**config.mk**
```make
export PLATFORM = sky130hd
export DESIGN_NAME = dataflow_pipe_param_flat
export DESIGN_NICKNAME = d
export VERILOG_FILES = /design/src/rtl/dataflow_pkg.sv /design/src/rtl/dataflow_pipe_param_if.sv /design/src/rtl/dataflow_stage_reg.sv /design/src/rtl/dataflow_pipe_param.sv /design/src/flat_wrapper.sv
export SDC_FILE = /design/constraint.sdc
export NUM_CORES = 1
export LEC_CHECK = 0
export CAP_MARGIN = 10
export CORE_MARGIN = 2
export CORE_UTILIZATION = 55
export DETAILED_ROUTE_END_ITERATION = 10
export GPL_TIMING_DRIVEN = 0
export MAX_ROUTING_LAYER = met4
export PLACE_DENSITY = 0.84
export SETUP_SLACK_MARGIN = 0.3
export SYNTH_ARGS = -nofsm -noshare
export SYNTH_HDL_FRONTEND = slang
export SYNTH_SLANG_ARGS = --single-unit
```
**constraint.sdc**
```tcl
create_clock -name clk -period 2.9 [get_ports clk]
set_input_delay 0.58 -clock clk [delete_from_list [all_inputs] [get_ports clk]]
set_output_delay 0.58 -clock clk [all_outputs]
set_load 0.05 [all_outputs]
```
**src/rtl/dataflow_pkg.sv**
```systemverilog
// Shared defaults and width-generic arithmetic helpers for the dataflow pipeline.
// Helpers work on a MAX_W container; callers pass the live width and truncate the result.
package dataflow_pkg;

    localparam int unsigned MAX_W        = 32;
    localparam int unsigned DEF_WIDTH    = 8;
    localparam int unsigned DEF_INC      = 1;
    localparam int unsigned DEF_THRESH   = 16;
    localparam int unsigned DEF_SHIFT    = 1;
    localparam int unsigned DEF_SATURATE = 0;
    localparam int unsigned DEF_CNT_W    = 16;

    typedef logic [MAX_W-1:0] word_t;

    function automatic word_t width_mask(input int unsigned w);
        word_t ones;
        ones = '1;
        return (w >= MAX_W) ? ones : ~(ones << w);
    endfunction

    // Overflow is any carry out of bit w-1; saturation clamps to all-ones of width w.
    function automatic word_t df_add(input word_t a, input word_t inc,
                                     input logic sat, input int unsigned w);
        word_t          mask;
        logic [MAX_W:0] sum;
        mask = width_mask(w);
        sum  = {1'b0, a & mask} + {1'b0, inc & mask};
        if (sat && ((sum >> w) != '0)) return mask;
        return sum[MAX_W-1:0] & mask;
    endfunction

    function automatic word_t df_shl(input word_t a, input int unsigned sh,
                                     input logic sat, input int unsigned w);
        word_t              mask;
        logic [2*MAX_W-1:0] full;
        mask = width_mask(w);
        full = {{MAX_W{1'b0}}, a & mask} << sh;
        if (sat && ((full >> w) != '0)) return mask;
        return full[MAX_W-1:0] & mask;
    endfunction

endpackage

```
**src/rtl/dataflow_pipe_param_if.sv**
```systemverilog
// Streaming bus of the dataflow pipeline: input/output handshakes, flush and the
// completed-transaction counter.
interface dataflow_pipe_param_if
    import dataflow_pkg::*;
#(
    parameter int unsigned WIDTH = DEF_WIDTH,
    parameter int unsigned CNT_W = DEF_CNT_W
);
    logic             flush;
    logic             in_valid;
    logic             in_ready;
    logic [WIDTH-1:0] in_data;
    logic             out_valid;
    logic             out_ready;
    logic [WIDTH-1:0] out_data;
    logic             out_scaled;
    logic [CNT_W-1:0] out_count;

    modport master (
        output flush, in_valid, in_data, out_ready,
        input  in_ready, out_valid, out_data, out_scaled, out_count
    );

    modport slave (
        input  flush, in_valid, in_data, out_ready,
        output in_ready, out_valid, out_data, out_scaled, out_count
    );
endinterface

```
**src/rtl/dataflow_stage_reg.sv**
```systemverilog
// One valid/ready register slice: loads whenever empty or its successor drains it.
// No skid buffer, so ready_o is a combinational function of ready_i.
module dataflow_stage_reg #(
    parameter int unsigned W = 8
) (
    input  logic         clk,
    input  logic         rst,
    input  logic         flush_i,
    input  logic         valid_i,
    input  logic [W-1:0] data_i,
    output logic         ready_o,
    output logic         valid_o,
    output logic [W-1:0] data_o,
    input  logic         ready_i
);
    logic         valid_q;
    logic [W-1:0] data_q;

    assign ready_o = !valid_q || ready_i;
    assign valid_o = valid_q;
    assign data_o  = data_q;

    // NOTE: sequential state uses non-blocking assignments so every slice samples
    // its neighbour's pre-edge value; blocking here would collapse stages together.
    always_ff @(posedge clk or posedge rst) begin
        if (rst) begin
            valid_q <= 1'b0;
            data_q  <= '0;
        end else begin
            if (flush_i)      valid_q <= 1'b0;
            else if (ready_o) valid_q <= valid_i;
            // NOTE: only loaded on a real transfer, so a stalled slice holds its data.
            if (ready_o && valid_i) data_q <= data_i;
        end
    end
endmodule

```
**src/rtl/dataflow_pipe_param.sv**
```systemverilog
// 3-stage dataflow pipeline: capture -> increment/threshold -> conditional shift,
// with valid/ready backpressure, synchronous flush and an output handshake counter.
module dataflow_pipe_param
    import dataflow_pkg::*;
#(
    parameter int unsigned WIDTH    = DEF_WIDTH,
    parameter int unsigned INC      = DEF_INC,
    parameter int unsigned THRESH   = DEF_THRESH,
    parameter int unsigned SHIFT    = DEF_SHIFT,
    parameter int unsigned SATURATE = DEF_SATURATE,
    parameter int unsigned CNT_W    = DEF_CNT_W
) (
    input logic                  clk,
    input logic                  rst,
    dataflow_pipe_param_if.slave bus
);
    localparam logic SAT = (SATURATE != 0);

    logic             ready1, ready2, ready3;
    logic             v1, v2, v3;
    logic [WIDTH-1:0] d1, d2;
    logic             sc2;
    logic [WIDTH-1:0] s2_sum, s3_shl;
    logic             s2_scale;
    logic [WIDTH:0]   s2_in, s2_out, s3_in, s3_out;
    logic [CNT_W-1:0] count_q, count_d;

    dataflow_stage_reg #(.W(WIDTH)) u_s1 (
        .clk     (clk),
        .rst     (rst),
        .flush_i (bus.flush),
        .valid_i (bus.in_valid),
        .data_i  (bus.in_data),
        .ready_o (ready1),
        .valid_o (v1),
        .data_o  (d1),
        .ready_i (ready2)
    );

    // Threshold uses the pre-increment value held in stage 1.
    assign s2_scale = word_t'(d1) > word_t'(THRESH);
    assign s2_sum   = WIDTH'(df_add(word_t'(d1), word_t'(INC), SAT, WIDTH));
    assign s2_in    = {s2_scale, s2_sum};

    dataflow_stage_reg #(.W(WIDTH + 1)) u_s2 (
        .clk     (clk),
        .rst     (rst),
        .flush_i (bus.flush),
        .valid_i (v1),
        .data_i  (s2_in),
        .ready_o (ready2),
        .valid_o (v2),
        .data_o  (s2_out),
        .ready_i (ready3)
    );

    assign sc2    = s2_out[WIDTH];
    assign d2     = s2_out[WIDTH-1:0];
    assign s3_shl = WIDTH'(df_shl(word_t'(d2), SHIFT, SAT, WIDTH));
    assign s3_in  = {sc2, (sc2 ? s3_shl : d2)};

    dataflow_stage_reg #(.W(WIDTH + 1)) u_s3 (
        .clk     (clk),
        .rst     (rst),
        .flush_i (bus.flush),
        .valid_i (v2),
        .data_i  (s3_in),
        .ready_o (ready3),
        .valid_o (v3),
        .data_o  (s3_out),
        .ready_i (bus.out_ready)
    );

    // Flush wins over any transfer, so nothing is accepted in the flush cycle.
    assign bus.in_ready   = ready1 && !bus.flush;
    assign bus.out_valid  = v3;
    assign bus.out_data   = s3_out[WIDTH-1:0];
    assign bus.out_scaled = s3_out[WIDTH];
    assign bus.out_count  = count_q;

    // NOTE: next-state logic assigns its default first so no path can infer a latch.
    always_comb begin
        count_d = count_q;
        if (v3 && bus.out_ready) count_d = count_q + CNT_W'(1);
    end

    always_ff @(posedge clk or posedge rst) begin
        if (rst) count_q <= '0;
        else     count_q <= count_d;
    end
endmodule

```
**src/flat_wrapper.sv**
```systemverilog
// flat-port wrapper written by rule: the top's interface ports become plain ports
module dataflow_pipe_param_flat import dataflow_pkg::*;
#(
    parameter int unsigned WIDTH    = DEF_WIDTH,
    parameter int unsigned INC      = DEF_INC,
    parameter int unsigned THRESH   = DEF_THRESH,
    parameter int unsigned SHIFT    = DEF_SHIFT,
    parameter int unsigned SATURATE = DEF_SATURATE,
    parameter int unsigned CNT_W    = DEF_CNT_W
)
  (clk, rst, bus_flush, bus_in_valid, bus_in_data, bus_out_ready, bus_in_ready, bus_out_valid, bus_out_data, bus_out_scaled, bus_out_count);
  dataflow_pipe_param_if #(.WIDTH(WIDTH), .CNT_W(CNT_W)) bus_i ();
  input logic clk;
  input logic rst;
  input wire logic [$bits(bus_i.flush)-1:0] bus_flush;
  input wire logic [$bits(bus_i.in_valid)-1:0] bus_in_valid;
  input wire logic [$bits(bus_i.in_data)-1:0] bus_in_data;
  input wire logic [$bits(bus_i.out_ready)-1:0] bus_out_ready;
  output wire logic [$bits(bus_i.in_ready)-1:0] bus_in_ready;
  output wire logic [$bits(bus_i.out_valid)-1:0] bus_out_valid;
  output wire logic [$bits(bus_i.out_data)-1:0] bus_out_data;
  output wire logic [$bits(bus_i.out_scaled)-1:0] bus_out_scaled;
  output wire logic [$bits(bus_i.out_count)-1:0] bus_out_count;
  assign bus_i.flush = bus_flush;
  assign bus_i.in_valid = bus_in_valid;
  assign bus_i.in_data = bus_in_data;
  assign bus_i.out_ready = bus_out_ready;
  assign bus_in_ready = bus_i.in_ready;
  assign bus_out_valid = bus_i.out_valid;
  assign bus_out_data = bus_i.out_data;
  assign bus_out_scaled = bus_i.out_scaled;
  assign bus_out_count = bus_i.out_count;
  dataflow_pipe_param #(.WIDTH(WIDTH), .INC(INC), .THRESH(THRESH), .SHIFT(SHIFT), .SATURATE(SATURATE), .CNT_W(CNT_W)) u_core (.clk(clk), .rst(rst), .bus(bus_i));
endmodule
```
==> results by group, run 1 <==
Run status
  • Status: completed

GRT
  • Gr ovfl total: 0
  • First-pass GRT wire length: 6270 um
  • Initial antenna violation count: 0
  • GRT Total Usage: 0.200
  • Largest net degree at the start of global routing: 27
  • Vias in the first global route: 1348

Clock network
  • Max clock buf depth: 2
  • CTS Root Buffer Type: clkbuf_8
  • Htree depth: 2
  • Clk slew on worst S/H paths: 90 ps
  • # hold bufs at CTS: 0
  • Total CTS buffers: 5
  • CTS tree: built
  • Worst-Skew Late Latency: 300 ps
  • Clock sinks: 45

Place
  • DP HPWL: 2590 um
  • Gpl congestion: 0.719
  • # port buffers: 39

Setup path
  • Reg2Reg Depth: 5
  • Worst endpoint required time: 2320 ps
  • Worst path slowest cell: clkdlybuf4s50_1
  • Crit. path cell count: 5
  • Crit Path Category: input port to output port
  • Largest delay share family, worst path: buffers and inverters
  • Critical path buffers and inverters: 2
  • Worst setup SP type: input port
  • Crit path DAT: 1970 ps
  • Setup crit end kind: output port
  • Crit-path cells: clkdlybuf4s50_1, nor2b_2, and3_4, nor2_1, clkdlybuf4s15_2
  • Max incr delay on CP: 600 ps
  • CP Max Fanout: 6

Layout
  • Antenna Cells: 0
  • Footprint of the multi-input gates: 853 um^2
  • Fill count: 247
  • Layout cells sized above 1: 0.128
  • Register area: 1130 um^2
  • Area delta synth->final: 29.0%
  • Final Net Count: 242

Synth
  • Synth top cells by count: dfrtp_1, nor2_1, nand2_1
  • Seq cells post-synth: 45
  • Sequential fraction of the synthesis area: 0.552
  • YS warnings: 0
  • Top cell type's share of synthesized area: 0.552
  • Syn Inst Count: 179
  • Area contributors post-synth: dfrtp_1, mux2_4, xnor2_1
  • Ys flop type: dfrtp_1
  • Synth area leader: dfrtp_1
  • Syn Nets: 195
  • Mean Syn Cell Area: 11.4 um^2
  • Most frequent cell after synthesis: dfrtp_1
  • Async set-or-reset flop fraction in the synthesized netlist: 1.00
  • Area of the mapped netlist: 2040 um^2
  • EDFF count, synth: 0
  • Synth cell types: 30

Timing
  • Final hold vios: 0
  • Slew of the pin with the lowest slew margin: 500 ps
  • Worst clock skew: 11.4 ps
  • Max-slew headroom: 0.658
  • Final worst path period need: 2550 ps
  • TNS Setup: 0 ps
  • Final setup violation count: 0
  • Final period utilization: 0.880
  • Fin. max-slew vios: 0
  • RSZ-0062 raised after global routing: false
  • Top achievable clock speed: 0.392 GHz
  • Hold_ws: 474 ps

Floorplan
  • Core area: 3610 um^2
  • Die width: 64.9 um
  • Num ports: 40
  • Die Height: 64.9 um
  • Row cnt: 22
  • Initial Util: 0.565
  • Die ar.: 4210 um^2

Power and ir drop
  • Max VDD drop: 0.000526 V
  • Internal power: 1.19 mW
  • Clock share of power: 0.274
  • Pwr dens: 676 nW/um^2
  • Sw frac: 0.328
  • Final Power: 1.78 mW
  • Sequential power share: 0.445
  • NetSw: 0.583 mW
  • Pleak: 1.18 nW
  • Share of total power in combinational logic: 0.281

Detailed routing
  • Vias/cell: 5.17
  • Antenna-violating nets left: 0
  • Post-Route WL: 3550 um
  • Drt pass-1 iters: 4
  • Vias: 1421
  • DR DRC count: 0
  • DR WL/cell: 12.9 um
  • Initial drt markers: 121

Run
  • Max-cap violations: 0

Worst hold path
  • Hold depth: 1
  • Hold Crit Class: flop to flop
## worst paths after layout
| check | start | endpoint | slack [ps] |
|---|---|---|---|
| min in group asynchronous | rst | u_core.bus.out_count[9] | 600 |
| setup reg to reg | u_core.u_s3.valid_o | u_core.u_s1.data_o[4] | 1310 |
| hold reg to reg | u_core.bus.out_count[15] | u_core.bus.out_count[15] | 470 |
| hold / removal | u_core.bus.out_count[15] | u_core.bus.out_count[15] | 470 |
| setup / recovery | bus_out_ready | bus_in_ready | 350 |
| max in group asynchronous | rst | u_core.u_s1.data_o[5] | 1820 |
## metal layers
layer	GRT usage	routed length, um
met2	0.305	1770
met3	0.0469	128
met5	-	0
met4	0.0638	22
met1	0.267	1630
## power groups by stage
stage	registers (mW)	clock network, mW	logic [mW]
after floorplan	0.977	0	0.156
after global placement	0.799	0	0.492
after detailed placement	0.803	0	0.501
after CTS	0.792	0.498	0.504
after global routing	0.806	0.529	0.536
final	0.791	0.487	0.499
## layout make-up
type                            instances  share of cell area
Buffer                                  5              0.0109
Clock buffer                            6              0.0314
Sequential cell                        45               0.428
Tap cell                               48              0.0228
Multi-Input combinational cell        121               0.324
Clock inverter                          2              0.0143
Timing Repair Buffer                   40               0.157
Inverter                                8              0.0114
## registers in the layout, indices dropped and copies added, names as in the netlist
register,flops
u_core.u_s3.valid_o,1
u_core.u_s3.data_o,9
u_core.u_s1.valid_o,1
u_core.u_s1.data_o,8
u_core.u_s2.data_o,9
u_core.u_s2.valid_o,1
u_core.bus.out_count,16
## repair_timing
item / 4_1_cts / 5_1_grt
gates resized for setup: 3 / 0
endpoints found under the setup margin: 1 / 0
buffers inserted: 0 / 0
## cell usage in the layout (no fill, tap or decap), drive strengths merged
cell,synthesis,layout
dfrtp,45,45
clkdlybuf4s50,0,38
nor2,18,18
nand2,16,16
xnor2,11,11
mux2,11,11
xor2,10,10
nand3,9,9
o21ai,9,9
a21oi,8,8
inv,8,8
mux2i,7,7
clkbuf,1,7
buf,4,5
and4,3,3
nand4,3,3
ha,3,3
and3,3,3
nand3b,2,2
nor3,2,2
nor2b,2,2
nor4,1,1
nand2b,1,1
a2111oi,1,1
and2,1,1
clkinvlp,0,1
bufinv,0,1
clkdlybuf4s15,0,1
## per-stage QoR
stage | worst slack, ps | utilization | cell area (um^2) | std cells
floorplan | 654 | - | 2040 | 179
global placement | -37.6 | 0.690 | 2490 | 266
detailed placement | -59.1 | 0.696 | 2510 | 267
CTS | 357 | 0.729 | 2630 | 275
global route | 329 | 0.729 | 2630 | 275
finish | 349 | 0.729 | 2630 | 275
## kinds of logic after synthesis
logic type	Yosys count	synth area share
simple gates	61	0.154
flops	45	0.552
xor+xnor	21	0.0902
compound gates	18	0.0460
mux	18	0.110
buf+inv	13	0.0288
fa+ha+maj	3	0.0184
Note: power is estimated with default switching activity, not from simulation.
==> run 2, diff against run 1 <==
--- a/config.mk
+++ b/config.mk
@@ -9,7 +9,6 @@
 export CORE_MARGIN = 2
 export CORE_UTILIZATION = 55
 export DETAILED_ROUTE_END_ITERATION = 10
-export GPL_TIMING_DRIVEN = 0
 export MAX_ROUTING_LAYER = met4
 export PLACE_DENSITY = 0.84
 export SETUP_SLACK_MARGIN = 0.3
==> results by group, run 2 (synthesis gave the netlist of run 1 again) <==
Setup path
  • Worst setup SP type: input port
  • Setup slack, reg-to-reg: 1370 ps (+60 ps)
  • Critical Path End: bus_in_ready
  • R2R Path End: u_core.u_s1.data_o[6]
  • Reg2Reg Depth: 4 (-1)
  • Setup crit end kind: output port
  • Crit Path Category: input port to output port
  • Crit path DAT: 1800 ps (-170 ps)
  • Launch point of the worst path: bus_out_ready
  • CP Max Fanout: 6 (unchanged)
  • R2r startpoint: u_core.u_s3.valid_o
  • Worst endpoint required time: 2320 ps (about the same)

Layout
  • Final Net Count: 240 (-0.83%)
  • Most common cell after layout, fill and taps aside: dfrtp_1
  • Largest register FFs: 16 (unchanged)
  • Fill count: 269 (+8.9%)
  • Antenna Cells: 0 (unchanged)
  • Most frequent cells in the layout: dfrtp_1, clkdlybuf4s50_1, nor2_1
  • Area delta synth->final: 27.7%
  • Layout cells sized above 1: 0.120 (-0.00775)

Power and ir drop
  • Share of total power in combinational logic: 0.297 (+0.016)
  • Internal power: 1.08 mW (-9.3%)
  • Pleak: 1.17 nW (-0.94%)
  • NetSw: 0.582 mW (-0.18%)
  • Pwr dens: 640 nW/um^2 (-5.3%)
  • Sequential power share: 0.481 (+0.036)
  • Sw frac: 0.349 (+0.0214)
  • Max VDD drop: 0.000574 V (+9.1%)
  • Clock share of power: 0.222 (-0.052)

Clock network
  • Setup Fix Bufs, Post-CTS: 0 (unchanged)
  • Clock sinks: 45 (unchanged)
  • Total CTS buffers: 5 (unchanged)
  • Clk slew on worst S/H paths: 80 ps (about the same)
  • CTS Root Buffer Type: clkbuf_8
  • Max clock buf depth: 2 (unchanged)
  • CTS tree: built
  • Worst-Skew Late Latency: 290 ps (about the same)
  • Htree depth: 2 (unchanged)
  • # hold bufs at CTS: 0 (unchanged)
  • Cts repair resizes: 0 (-3)

Timing
  • Max-slew headroom: 0.666 (+0.00743)
  • RSZ-0062 raised after global routing: false
  • Hold_ws: 470 ps (-3.94 ps)
  • Slew of the pin with the lowest slew margin: 500 ps (+0.209 ps)
  • TNS Setup: 0 ps (unchanged)
  • Fin. max-slew vios: 0 (unchanged)
  • Final worst path period need: 2380 ps (-170 ps)
  • Final setup violation count: 0 (unchanged)
  • Top achievable clock speed: 0.420 GHz (+7.1%)
  • Final period utilization: 0.821 (-0.0585)
  • Worst clock skew: 1.34 ps (-10.0 ps)
  • Final hold vios: 0 (unchanged)

Floorplan
  • Core area: 3610 um^2 (unchanged)
  • Initial Util: 0.565 (unchanged)
  • Die width: 64.9 um (unchanged)
  • Num ports: 40 (unchanged)
  • Die Height: 64.9 um (unchanged)
  • Die ar.: 4210 um^2 (unchanged)
  • Row cnt: 22 (unchanged)

GRT
  • Vias in the first global route: 1345 (-0.22%)
  • Busiest grt layer: met2
  • First-pass GRT wire length: 6150 um (-1.9%)
  • Met2 Usage GRT: 0.303 (-0.00258)
  • Gr ovfl total: 0 (unchanged)
  • GR Util met3: 0.0521 (+0.00521)
  • Met1 Track Usage GR: 0.256 (-0.0110)
  • GRT Total Usage: 0.197 (-0.00332)
  • Initial antenna violation count: 0 (unchanged)
  • Largest net degree at the start of global routing: 33 (+22%)

Detailed routing
  • Initial drt markers: 54 (-55%)
  • Drt pass-1 iters: 4 (unchanged)
  • Post-Route WL: 3570 um (+0.59%)
  • Vias/cell: 5.05 (-2.2%)
  • DR DRC count: 0 (unchanged)
  • Antenna-violating nets left: 0 (unchanged)
  • DR WL/cell: 13.1 um (+1.3%)
  • Vias: 1380 (-2.9%)

Run
  • Max-cap violations: 0 (unchanged)

Place
  • DP HPWL: 2650 um (+2.3%)
  • # port buffers: 39 (unchanged)
  • Gpl congestion: 0.705 (-2.1%)

Worst hold path
  • Hold Crit Class: flop to flop

Run status
  • Status: completed
run 2: worst min-delay path by stage:
stage                        startpoint  depth (start not counted)                  endpoint  slack, ps
6_report       u_core.bus.out_count[15]                          1  u_core.bus.out_count[15]        470
5_1_grt        u_core.bus.out_count[15]                          1  u_core.bus.out_count[15]        500
4_1_cts        u_core.bus.out_count[15]                          1  u_core.bus.out_count[15]        480
3_5_place_dp   u_core.bus.out_count[15]                          1  u_core.bus.out_count[15]        470
3_3_place_gp   u_core.bus.out_count[15]                          1  u_core.bus.out_count[15]        460
2_1_floorplan     u_core.u_s2.data_o[7]                          2     u_core.u_s2.data_o[7]        450
run 2: power by group through the flow:
stage	clock [mW]	sequential, mW	combinational, mW
floorplan	0	0.977	0.156
global placement	0	0.808	0.485
detailed placement	0	0.813	0.492
CTS	0.374	0.801	0.494
global route	0.409	0.814	0.529
finish	0.370	0.801	0.495
run 2: metal layers:
metal	vias up	routed length, um
li1	689	-
met1	658	1650
met2	27	1730
met3	6	129
met4	0	56
met5	-	0
run 2: layout make-up:
| cell class | instances | area, um^2 | share of cell area |
|---|---|---|---|
| Clock buffer | 6 | 72.6 | 0.0279 |
| Clock inverter | 2 | 10.0 | 0.00385 |
| Inverter | 8 | 30.0 | 0.0115 |
| Multi-Input combinational cell | 121 | 853 | 0.328 |
| Sequential cell | 45 | 1130 | 0.433 |
| Tap cell | 48 | 60.1 | 0.0231 |
| Timing Repair Buffer | 43 | 450 | 0.173 |
run 2: worst max-delay path, stage by stage:
cell and delay (ps):
clkdlybuf4s50_1 580, nor2b_2 90, and3_4 190, nor2_1 190, buf_12 170
run 2: through the flow:
stage | total power, mW | util | std cells | area (um^2) | setup WS [ps]
after floorplan | 1.13 | - | 179 | 2040 | 654
after global placement | 1.29 | 0.691 | 264 | 2490 | 557
after detailed placement | 1.31 | 0.691 | 264 | 2490 | 513
after CTS | 1.67 | 0.714 | 272 | 2570 | 512
after global routing | 1.75 | 0.722 | 273 | 2600 | 455
final | 1.66 | 0.722 | 273 | 2600 | 519
==> run 3, diff against run 2 <==
--- a/config.mk
+++ b/config.mk
@@ -7,10 +7,10 @@
 export LEC_CHECK = 0
 export CAP_MARGIN = 10
 export CORE_MARGIN = 2
-export CORE_UTILIZATION = 55
+export CORE_UTILIZATION = 51
 export DETAILED_ROUTE_END_ITERATION = 10
 export MAX_ROUTING_LAYER = met4
-export PLACE_DENSITY = 0.84
+export PLACE_DENSITY = 0.79
 export SETUP_SLACK_MARGIN = 0.3
 export SYNTH_ARGS = -nofsm -noshare
 export SYNTH_HDL_FRONTEND = slang
==> constraint.sdc (replaced) <==
create_clock -name clk -period 2.4 [get_ports clk]
set_input_delay 0.48 -clock clk [delete_from_list [all_inputs] [get_ports clk]]
set_output_delay 0.48 -clock clk [all_outputs]
set_load 0.05 [all_outputs]
==> results by group, run 3 (synthesis gave the netlist of run 1 again) <==
Setup path
  • Crit path DAT: 1540 ps (-260 ps)
  • Worst endpoint required time: 1920 ps (-400 ps)
  • Crit-path cells: clkdlybuf4s50_1
  • Setup crit end kind: output port
  • Worst setup SP type: flop
  • Crit Path Category: flop to output port
  • Critical path buffers and inverters: 1 (-1)
  • Largest delay share family, worst path: buffers and inverters
  • Max incr delay on CP: 830 ps (+250 ps)
  • CP Max Fanout: 4 (-2)
  • Worst path slowest cell: clkdlybuf4s50_1

Clock network
  • CTS tree: built
  • Htree depth: 2 (unchanged)
  • Total CTS buffers: 5 (unchanged)
  • Max clock buf depth: 2 (unchanged)
  • Worst-Skew Late Latency: 300 ps (about the same)
  • Clk slew on worst S/H paths: 80 ps (about the same)
  • Clock sinks: 45 (unchanged)
  • # hold bufs at CTS: 0 (unchanged)
  • CTS Root Buffer Type: clkbuf_8

Power and ir drop
  • Max VDD drop: 0.000636 V (+11%)
  • NetSw: 0.713 mW (+22%)
  • Share of total power in combinational logic: 0.265 (-0.032)
  • Pleak: 1.30 nW (+11%)
  • Sequential power share: 0.435 (-0.046)
  • Sw frac: 0.320 (-0.0296)
  • Clock share of power: 0.300 (+0.078)
  • Internal power: 1.51 mW (+40%)
  • Pwr dens: 842 nW/um^2 (+32%)

Layout
  • Final Net Count: 239 (-0.42%)
  • Area delta synth->final: 29.8%
  • Most frequent cells in the layout: dfrtp_1, clkdlybuf4s50_1, nor2_1
  • Antenna Cells: 0 (unchanged)
  • Largest register FFs: 16 (unchanged)
  • Fill count: 278 (+3.3%)
  • Final Non-Filler Cells: 272 (-0.37%)
  • Final core occ: 0.707 (-0.0148)
  • Most common cell after layout, fill and taps aside: dfrtp_1
  • Layout cells sized above 1: 0.125 (+0.00500)

Detailed routing
  • Antenna-violating nets left: 0 (unchanged)
  • Vias/cell: 5.13 (+1.5%)
  • Drt pass-1 iters: 4 (unchanged)
  • DR DRC count: 0 (unchanged)
  • Initial drt markers: 76 (+41%)
  • DR WL/cell: 13.9 um (+6.2%)
  • Post-Route WL: 3780 um (+5.8%)
  • Vias: 1395 (+1.1%)

Timing
  • RSZ-0062 raised after global routing: false
  • Final period utilization: 0.843
  • Slew of the pin with the lowest slew margin: 549 ps (+48.8 ps)
  • Top achievable clock speed: 0.494 GHz
  • Final worst path period need: 2020 ps
  • Worst clock skew: 6.58 ps (+5.24 ps)
  • Fin. max-slew vios: 0 (unchanged)
  • TNS Setup: 0 ps (unchanged)
  • Max-slew headroom: 0.634 (-0.0315)
  • Final setup violation count: 0 (unchanged)
  • Final hold vios: 0 (unchanged)

Floorplan
  • Core area: 3740 um^2 (+3.8%)
  • Die Height: 67.2 um (+3.6%)
  • Row cnt: 22 (unchanged)
  • Die ar.: 4520 um^2 (+7.3%)
  • Initial Util: 0.544 (-0.0208)
  • Num ports: 40 (unchanged)
  • Die width: 67.2 um (+3.6%)

Run
  • Max-cap violations: 0 (unchanged)

GRT
  • First-pass GRT wire length: 6520 um (+5.9%)
  • GRT Total Usage: 0.202 (+0.00546)
  • Largest net degree at the start of global routing: 46 (+39%)
  • Initial antenna violation count: 0 (unchanged)
  • Gr ovfl total: 0 (unchanged)
  • Vias in the first global route: 1439 (+7.0%)

Place
  • DP HPWL: 2750 um (+3.8%)
  • Gpl congestion: 0.728 (+3.3%)
  • Placed cells: 264 (unchanged)
  • # port buffers: 39 (unchanged)

Worst hold path
  • Hold Crit Class: flop to flop

Run status
  • Status: completed
-- run 3: area by class of cell --
type                    count  area, um^2  area share
flip-flops and latches     45        1130       0.426
multi-input cells         121         856       0.323
repair buffers             42         440       0.166
clock buffers               5        68.8      0.0260
clock inverters             3        65.1      0.0246
well taps                  48        60.1      0.0227
inverters                   8        30.0      0.0113
-- run 3: what timing repair did --
| item | CTS | global route |
|---|---|---|
| setup endpoints to repair | 0 | 7 |
| buffers inserted | 0 | 0 |
| gates resized for setup | 0 | 7 |
-- run 3: power groups by stage --
stage / logic, mW / clock network (mW) / registers, mW
after global placement: 0.586 / 0 / 0.974
after CTS: 0.599 / 0.675 / 0.969
final: 0.591 / 0.667 / 0.969
after detailed placement: 0.596 / 0 / 0.983
after global routing: 0.634 / 0.715 / 0.987
after floorplan: 0.189 / 0 / 1.18
-- run 3: per-stage QoR --
step / hold slack (ps) / total power [mW] / cell area [um^2] / setup WS (ps)
6_report: 478 / 2.23 / 2650 / 377
5_1_grt: 506 / 2.34 / 2650 / 322
4_1_cts: 482 / 2.24 / 2630 / 310
3_5_place_dp: 467 / 1.58 / 2490 / 325
3_3_place_gp: 466 / 1.56 / 2490 / 336
2_1_floorplan: 449 / 1.37 / 2040 / 486
-- run 3: worst paths after layout --
kind | end | cells after the start | slack (ps) | startpoint
max reg2reg | u_core.bus.out_count[10] | 4 | 850 | u_core.bus.out_count[2]
min reg2reg | u_core.bus.out_count[15] | 1 | 480 | u_core.bus.out_count[15]
min | u_core.bus.out_count[15] | 1 | 480 | u_core.bus.out_count[15]
max | bus_out_count[8] | 1 | 380 | u_core.bus.out_count[8]
max in group asynchronous | u_core.u_s1.data_o[0] | 3 | 1400 | rst
min in group asynchronous | u_core.bus.out_count[14] | 3 | 620 | rst
-- run 3: routing by layer --
layer	GRT usage	share of wire
met2	0.317	0.49
met4	0.0918	0.017
met5	-	0
met1	0.256	0.46
met3	0.0400	0.036
==> patch: new RTL, settings of run 2 <==
Set the package constant `DEF_WIDTH` to 6 (it was 8).
--- a/src/rtl/dataflow_pkg.sv
+++ b/src/rtl/dataflow_pkg.sv
@@ -4,5 +4,5 @@
 
     localparam int unsigned MAX_W        = 32;
-    localparam int unsigned DEF_WIDTH    = 8;
+    localparam int unsigned DEF_WIDTH    = 6;
     localparam int unsigned DEF_INC      = 1;
     localparam int unsigned DEF_THRESH   = 16;
Ports: changed (resized bus_in_data and bus_out_data); port bits go from 40 to 36. No check against the original RTL was run, so the function may have changed too.
==> patch against run 2 <==
Routed wire length decreased by 12%. Worst hold slack improved by 0.011 ns. Cell area decreased by 13%. Sequential share of layout area decreased by 0.39 points. Global-route usage increased by 0.86 points. Largest cell class unchanged. Final cell count decreased by 13%. Critical endpoint unchanged. Clock skew increased by 0.0035 ns. Sequential cell count decreased by 6. Clock power decreased by 24%. Area after synthesis decreased by 11%. Largest power group unchanged. Setup slack improved by 0.0042 ns. Total power decreased by 15%.
==> patch: results (changes against run 2) <==
area share of fa/ha/maj cells after synthesis=2.062% (+0.22 points); Clock Tree Root=clkbuf_4; IO Port Bufs=35 (-10%); outcome=finished, final reports clean; asr flop ratio synth=100.0% (unchanged); Slew HR=65.91% (-0.66 points); n_diodes=0 (unchanged); Max IR drop VDD=474.7 uV (-17%); syn_nets=168 (-14%); complex-gate fraction of the synthesized area=3.849% (-0.76 points); starting DRC count in detailed routing=64 (+19%); WHS Endpoint=u_core.bus.out_count[15]; Critical Path Fanout Max=6 (unchanged); routability congestion estimate from global placement=0.7302 (+3.6%); leakage power figure=1.040 nW (-11%); Synthesis Warnings=0 (unchanged); number of global-route vias before repair=1,218 (-9.4%); XOR/XNOR share of the synthesized area=9.141% (+0.12 points); Avg Vias per Cell=5.089 (+0.67%); sequential-cell power consumption=0.686 mW (-14%); pin count of the biggest net entering global routing=40 (+21%); logic gate share of total power=31.4% (+1.7 points); wire length of the first global-routing pass=5423 um (-12%); count of TritonRoute iterations in the first routing pass=4 (unchanged); Clock Path Buffers=2 (unchanged); mux cell area share after synthesis=9.553% (-1.4 points); CTS-repair resized insts=0 (unchanged); net load switching power=0.5048 mW (-13%); placed cell count=230 (-13%); register area share after synthesis=53.61% (-1.6 points); clock latency reported for the late side of the worst-skew pair=0.34 ns (+0.05 ns); net count of the finished layout=207 (-14%); final routed wirelength across all metal layers=3126 um (-12%); CTS clock-pin slew for the worst setup and hold paths=0.11 ns (+0.03 ns); flip-flop count of the largest register, all copies and words added=16 (unchanged); Post-DP HPWL=2328 um (-12%); global-route usage over all layers=20.55% (+0.86 points); Worst Clk Skew=0.004878 ns (+0.003538 ns); postcts setup bufs=0 (unchanged); reg-to-reg critical path endpoint=u_core.u_s1.data_o[1]; reported combinational group power=0.443 mW (-11%); leading cell types by total area after synthesis=dfrtp_1 54%, mux2_4 4.9%, xnor2_1 4.8%; commonest cells in the netlist=39 x dfrtp_1, 16 x nor2_1, 13 x nand2_1, 10 x xnor2_1, 9 x xor2_1; fraction of layout instances using a drive strength above 1=16.06% (+4.1 points); number of standard cells after synthesis=154 (-14%); Reg2Reg Setup Slack=1.40 ns (+0.03 ns); average wire per cell in the routed design=13.19 um (+0.81%); fillers=227 (-16%); arrival time at the worst endpoint=1.80 ns (about the same); antenna violations before repair=0 (unchanged); startpoint of the worst-slack reg-to-reg timing path=u_core.u_s3.valid_o; count of cell types in the netlist=29 (-3.3%)
patch: metal layers:
layer  wire, um  vias to the layer above  global-route usage [%]
met5          0                        -                       -
met2       1561                       34                   32.93
li1           -                      590                       -
met4         58                        0                   7.903
met1       1365                      577                   24.22
met3        141                        5                   6.303
patch: through the flow:
step	hold slack [ns]	area [um^2]	worst slack [ns]	utilization [%]
floorplan	0.4492	1821	0.6538	-
global placement	0.4550	2220	0.5721	71.53
CTS	0.4860	2276	0.5099	73.35
detailed placement	0.4681	2220	0.5144	71.53
global route	0.5080	2276	0.4360	73.35
finish	0.4805	2276	0.5228	73.35
patch: cells by family (layout without fill, tap and decap cells):
kind of cell / after synthesis / count (layout)
fa+ha+maj: 3 / 3
buf+inv: 12 / 51
flops: 39 / 39
compound gates: 14 / 14
xor+xnor: 19 / 19
mux: 14 / 14
simple gates: 53 / 53
patch: critical path: cells and delay by family:
family | cells | cell delay [ns]
buffers and inverters | 2 | 0.76
and+or+nand+nor | 3 | 0.45
patch: how the worst max path moves through the flow:
stage	from	end	slack (ns)	depth (start not counted)
finish	bus_out_ready	bus_in_ready	0.52	5
global route	bus_out_ready	bus_in_ready	0.44	5
CTS	bus_out_ready	bus_in_ready	0.51	5
detailed placement	bus_out_ready	bus_in_ready	0.51	5
global placement	bus_out_ready	bus_in_ready	0.57	5
floorplan	u_core.u_s3.valid_o	bus_in_ready	0.65	3
patch: layout make-up:
class / count / area share, %
repair buffers: 36 / 16.16
clock inverters: 1 / 0.2199
flip-flops and latches: 39 / 42.88
clock buffers: 6 / 2.254
multi-input cells: 103 / 34.74
inverters: 8 / 1.319
well taps: 44 / 2.419
